--- src/rtl/dmem_mmio.sv ---
// Data-side memory subsystem: word-addressed RAM, GPIO port and compare timer
// sharing one address space, with a combinational read path back to the core.
module dmem_mmio #(
   parameter int BUS_WIDTH = 32,
   parameter int DEPTH     = 64,
   parameter int GPIO_W    = 8
) (
   input  logic                 clk,
   input  logic                 rst,
   input  logic                 we_mem,
   input  logic [BUS_WIDTH-1:0] addr_mem,
   input  logic [BUS_WIDTH-1:0] wr_mem_data,
   output logic [BUS_WIDTH-1:0] mem_data,
   input  logic [GPIO_W-1:0]    gpio_in,
   output logic [GPIO_W-1:0]    gpio_out,
   output logic                 timer_irq
);

   localparam int AW = $clog2(DEPTH);
   localparam logic [BUS_WIDTH-1:0] RAM_LIMIT = BUS_WIDTH'(DEPTH * 4);
   // MMIO block occupies 0xFFFF_FF00..0xFFFF_FF1F; addr[4:2] selects the register
   localparam logic [BUS_WIDTH-6:0] MMIO_BASE = 27'h7FF_FFF8;

   localparam logic [2:0] REG_GPIO_OUT = 3'd0;
   localparam logic [2:0] REG_GPIO_IN  = 3'd1;
   localparam logic [2:0] REG_TMR_CNT  = 3'd2;
   localparam logic [2:0] REG_TMR_CMP  = 3'd3;
   localparam logic [2:0] REG_TMR_CTRL = 3'd4;
   localparam logic [2:0] REG_TMR_STAT = 3'd5;

   logic [BUS_WIDTH-1:0] r_ram [DEPTH];
   logic [GPIO_W-1:0]    r_gpio_out;
   logic [GPIO_W-1:0]    r_sync1;
   logic [GPIO_W-1:0]    r_sync2;
   logic [BUS_WIDTH-1:0] r_cnt;
   logic [BUS_WIDTH-1:0] r_cmp;
   logic [2:0]           r_ctrl;
   logic                 r_match;

   logic                 w_sel_ram;
   logic                 w_sel_mmio;
   logic [AW-1:0]        w_word;
   logic [2:0]           w_reg;
   logic                 w_wr_gpio;
   logic                 w_wr_cnt;
   logic                 w_wr_cmp;
   logic                 w_wr_ctrl;
   logic                 w_wr_stat;
   logic                 w_hit;
   logic [BUS_WIDTH-1:0] w_cnt_nxt;
   logic                 w_match_nxt;
   logic [BUS_WIDTH-1:0] w_rd;
   logic                 w_unused;

   assign w_sel_ram  = (addr_mem < RAM_LIMIT);
   assign w_sel_mmio = (addr_mem[BUS_WIDTH-1:5] == MMIO_BASE);
   assign w_word     = addr_mem[AW+1:2];
   assign w_reg      = addr_mem[4:2];
   assign w_unused   = &{1'b0, addr_mem[1:0]};

   assign w_wr_gpio = we_mem & w_sel_mmio & (w_reg == REG_GPIO_OUT);
   assign w_wr_cnt  = we_mem & w_sel_mmio & (w_reg == REG_TMR_CNT);
   assign w_wr_cmp  = we_mem & w_sel_mmio & (w_reg == REG_TMR_CMP);
   assign w_wr_ctrl = we_mem & w_sel_mmio & (w_reg == REG_TMR_CTRL);
   assign w_wr_stat = we_mem & w_sel_mmio & (w_reg == REG_TMR_STAT);

   // Match is judged on pre-edge count, compare value and enable
   assign w_hit = r_ctrl[0] & (r_cnt == r_cmp);

   // Counter next value: CPU load beats auto-clear, which beats increment
   always_comb begin
      w_cnt_nxt = r_cnt;
      if (w_wr_cnt) begin
         w_cnt_nxt = wr_mem_data;
      end else if (w_hit && r_ctrl[1]) begin
         w_cnt_nxt = '0;
      end else if (r_ctrl[0]) begin
         w_cnt_nxt = r_cnt + BUS_WIDTH'(1);
      end else begin
         w_cnt_nxt = r_cnt;
      end
   end

   // Sticky match flag: a new match wins over a same-cycle write-1-to-clear
   always_comb begin
      w_match_nxt = r_match;
      if (w_hit) begin
         w_match_nxt = 1'b1;
      end else if (w_wr_stat && wr_mem_data[0]) begin
         w_match_nxt = 1'b0;
      end else begin
         w_match_nxt = r_match;
      end
   end

   // Data RAM: contents survive reset, writes are blocked while reset is low
   always_ff @(posedge clk) begin
      if (rst && we_mem && w_sel_ram) begin
         r_ram[w_word] <= wr_mem_data;
      end
   end

   // Peripheral registers with synchronous active-low reset
   always_ff @(posedge clk) begin
      if (!rst) begin
         r_gpio_out <= '0;
         r_sync1    <= '0;
         r_sync2    <= '0;
         r_cnt      <= '0;
         r_cmp      <= '1;
         r_ctrl     <= 3'd0;
         r_match    <= 1'b0;
      end else begin
         r_sync1 <= gpio_in;
         r_sync2 <= r_sync1;
         r_cnt   <= w_cnt_nxt;
         r_match <= w_match_nxt;
         if (w_wr_gpio) begin
            r_gpio_out <= wr_mem_data[GPIO_W-1:0];
         end
         if (w_wr_cmp) begin
            r_cmp <= wr_mem_data;
         end
         if (w_wr_ctrl) begin
            r_ctrl <= wr_mem_data[2:0];
         end
      end
   end

   // Combinational read mux; unmapped addresses read as zero
   always_comb begin
      w_rd = '0;
      if (w_sel_ram) begin
         w_rd = r_ram[w_word];
      end else if (w_sel_mmio) begin
         case (w_reg)
            REG_GPIO_OUT: w_rd = BUS_WIDTH'(r_gpio_out);
            REG_GPIO_IN:  w_rd = BUS_WIDTH'(r_sync2);
            REG_TMR_CNT:  w_rd = r_cnt;
            REG_TMR_CMP:  w_rd = r_cmp;
            REG_TMR_CTRL: w_rd = BUS_WIDTH'(r_ctrl);
            REG_TMR_STAT: w_rd = BUS_WIDTH'(r_match);
            default:      w_rd = '0;
         endcase
      end else begin
         w_rd = '0;
      end
   end

   assign mem_data  = w_rd;
   assign gpio_out  = r_gpio_out;
   assign timer_irq = r_match & r_ctrl[2];

endmodule

--- config.mk ---
export PLATFORM = sky130hd
export DESIGN_NAME = dmem_mmio
export DESIGN_NICKNAME = d
export VERILOG_FILES = /design/src/rtl/dmem_mmio.sv
export SDC_FILE = /design/constraint.sdc
export NUM_CORES = 2
export LEC_CHECK = 0
export CORE_UTILIZATION = 45
export CTS_CLUSTER_SIZE = 30
export DETAILED_ROUTE_END_ITERATION = 10
export PLACE_DENSITY = 0.56
export SLEW_MARGIN = 20
export SYNTH_ARGS = -nofsm -noshare
export SYNTH_HDL_FRONTEND = slang
export SYNTH_SLANG_ARGS = --single-unit
--- constraint.sdc ---
create_clock -name clk -period 5.53 [get_ports clk]
set_input_delay 1.106 -clock clk [delete_from_list [all_inputs] [get_ports clk]]
set_output_delay 1.106 -clock clk [all_outputs]
set_load 0.02 [all_outputs]
==> results.yml <==
worst_setup_path:
  cp.arrival_ns: 4.44
  crit_chain: "buf_12 > buf_12 > buf_12 > buf_6 > mux4_2 > nand2_1 > o221ai_1 > a221o_1 > nor3_1 > buf_4 > o22ai_1 > buf_4"
  startpoint_type: "primary input"
  critPathCaptureType: "primary output"
  cp.required_ns: 4.42
  crit_fanout: 62
  crit_family: "buffers and inverters"
  critical_path_class: "in -> out"
  slowest_stage: "mux4_2"
  path_buf_inv: 6
  crit_path_max_incr_delay_ns: 0.61
  cpMostUsedCell: "buf_12"
detailed_routing:
  avgRoutedWirePerCell_um: 37.8
  route.antenna.remaining_nets: 0
  drcViolationCount: 0
  wirelength_um: 316000
  dr.first_iter.drc_count: 9589
  vias: 54000
  viasPerCell: 6.46
  drt_first_pass_iters: 6
placed_design:
  port_buffers: 113
  numPlacedInstances: 7954
  placed_area_um2: 93000
  pre_cts_slack_ns: -0.893
  place_hpwl_um: 204000
  routabilityCongestion: 0.957
synth:
  syn_inst: 4945
  synth_edf_count: 2048
  synth_area_um2: 82900
  ys_warn_count: 0
  synth_top_area_share: 0.742
  seq_area_frac_synth: 0.764
  ys_seq_elements: 2140
  synth_top_cell_by_area: "edfxtp_1"
  yosysUniqueCellTypes: 85
  async_flop_share: 0
  syn_avg_cell_area_um2: 16.8
  synth.net_count: 5021
  ys.flop_type: "edfxtp_1"
  yosys-top-cells-area: "edfxtp_1 74%, mux2i_1 4.0%, dfxtp_1 2.2%"
finish:
  layout_common_cells: "2048 x edfxtp_1, 659 x buf_4, 332 x mux2i_1"
  multi_input_area_um2: 18700
  final_nets: 5793
  drive_above_1_share: 0.240
  area_growth_pct: 21.1
  fin_util: 0.549
  final_cell_area_um2: 100000
  n_fill_cell: 14700
  final_common_cell: "edfxtp_1"
  regArea_um2: 63300
  final_cells: 8368
timing:
  finClkSkew_ns: 0.0222
  fin_crit_sh: 1.00
  finalHoldViolCount: 0
  min_period_ns: 5.54
  fmax_mhz: 180
  setup_viol: 1
  postLayoutSetupSlackWorst_ns: -0.0123
  rsz0062_at_grt: "false"
  tightestPinTransition_ns: 1.17
  slew_headroom: 0.219
  maxSlewViolCount: 0
die:
  rows: 157
  core_um2: 183000
  start_util: 0.453
  die_w_um: 431
  die_height_um: 431
  ioPinCount: 116
  dieArea_um2: 186000
clock_tree:
  cts-root-buf: "clkbuf_16"
  cts_made_buffers: 217
  insertion_delay_ns: 0.85
  clk_pin_slew_ns: 0.06
  cts_tree: "yes"
  cts.sinks: 2140
  hold_buffers: 0
  cts_buffer_depth: 3
  cts.htree.levels: 4
power:
  irDropWorstVdd_mv: 0.240
  p_per_area_nw_per_um2: 344
  power.leakage_nw: 33.6
  finalPower_mw: 34.6
grt:
  grt_max_degree: 69
  first_global_vias: 50000
  antenna_found_initial: 21
  grt_pass1_wl_um: 425000
  grt_usage: 0.336
  grt.overflow.total: 0
min_path:
  hold_path.class: "reg -> reg"
job:
  cap_violations: 0
run_status:
  status: "complete, but fails checks"
  violations: "negative setup slack"
metrics by stage:
| step | TNS (ns) | hold WS, ns |
|---|---|---|
| floorplan | 0 | 0.412 |
| global placement | -6.89 | 0.424 |
| detailed placement | -7.08 | 0.419 |
| CTS | -0.0198 | 0.443 |
| global route | 0 | 0.446 |
| finish | -0.0123 | 0.436 |
per-layer routing:
metal,global-route usage,routed length [um]
met1,0.470,120000
met4,0.158,16800
met2,0.502,140000
met3,0.0746,38500
met5,0,103
power breakdown:
part	leakage (nW)	total, mW	switching, mW	internal [mW]
clock	3.36	14.5	6.29	8.18
combinational	11.1	2.37	1.59	0.779
sequential	19.1	17.7	0.00242	17.7
total	33.6	34.6	7.88	26.7
registers in the layout, indices dropped and copies added (netlist names):
name,flops
r_ctrl,3
r_sync1,8
r_ram,2048
gpio_out,8
r_cnt,32
r_cmp,32
r_sync2,8
r_match,1
cell usage after synthesis, types with 32 or more instances:
cell,count
o22ai_1,79
nor2_1,180
mux2_2,85
a21oi_1,216
mux4_2,52
mux2i_1,333
edfxtp_1,2048
o21ai_0,162
buf_4,43
buf_2,140
xor2_1,36
a22oi_1,245
buf_1,32
a22o_1,52
a31oi_1,67
nand3_1,77
a222oi_1,40
a221oi_1,112
clkbuf_1,97
dfxtp_1,92
nand2_1,291
logic make-up (layout without fill, tap and decap cells):
group	after synthesis	in the layout	share of synthesized area
simple gates	749	749	0.0422
compound gates	1180	1180	0.0997
flops	2140	2140	0.764
fa+ha+maj	1	1	0.000151
buf+inv	349	1305	0.0220
xor+xnor	54	54	0.00570
mux	472	472	0.0662
other cells	0	3	0
area by class of cell:
type	count	share of cell area
Antenna cell	3	0.0000748
Clock buffer	266	0.0563
Sequential cell	2140	0.631
Multi-Input combinational cell	2456	0.186
Inverter	14	0.000586
Timing Repair Buffer	888	0.0827
Tap cell	2464	0.0307
Clock inverter	137	0.0126
worst reg2reg max path, stage by stage (launching register included):
cell	delay [ns]
dfxtp_1	0.60
o21ai_0	0.18
or4_1	0.51
nor4_2	0.47
a21oi_1	0.13
buf_4	0.22
nand2_2	0.31
o21ai_0	0.15
final timing paths:
path / from / end / slack [ns] / cells after the start
min: r_sync1[6] / r_sync2[6] / 0.44 / 1
max reg2reg: r_ctrl[0] / r_cnt[26] / 2.81 / 7
max: addr_mem[2] / mem_data[14] / -0.01 / 12
min reg2reg: r_sync1[6] / r_sync2[6] / 0.44 / 1
timing repair:
action / in CTS / in global routing
setup buffers: 7 / 1
setup endpoints to repair: 27 / 16
cloned: 0 / 0
pin swaps: 4 / 7
gates resized for setup: 62 / 31
No activity file was read; power rests on OpenSTA's default activity.
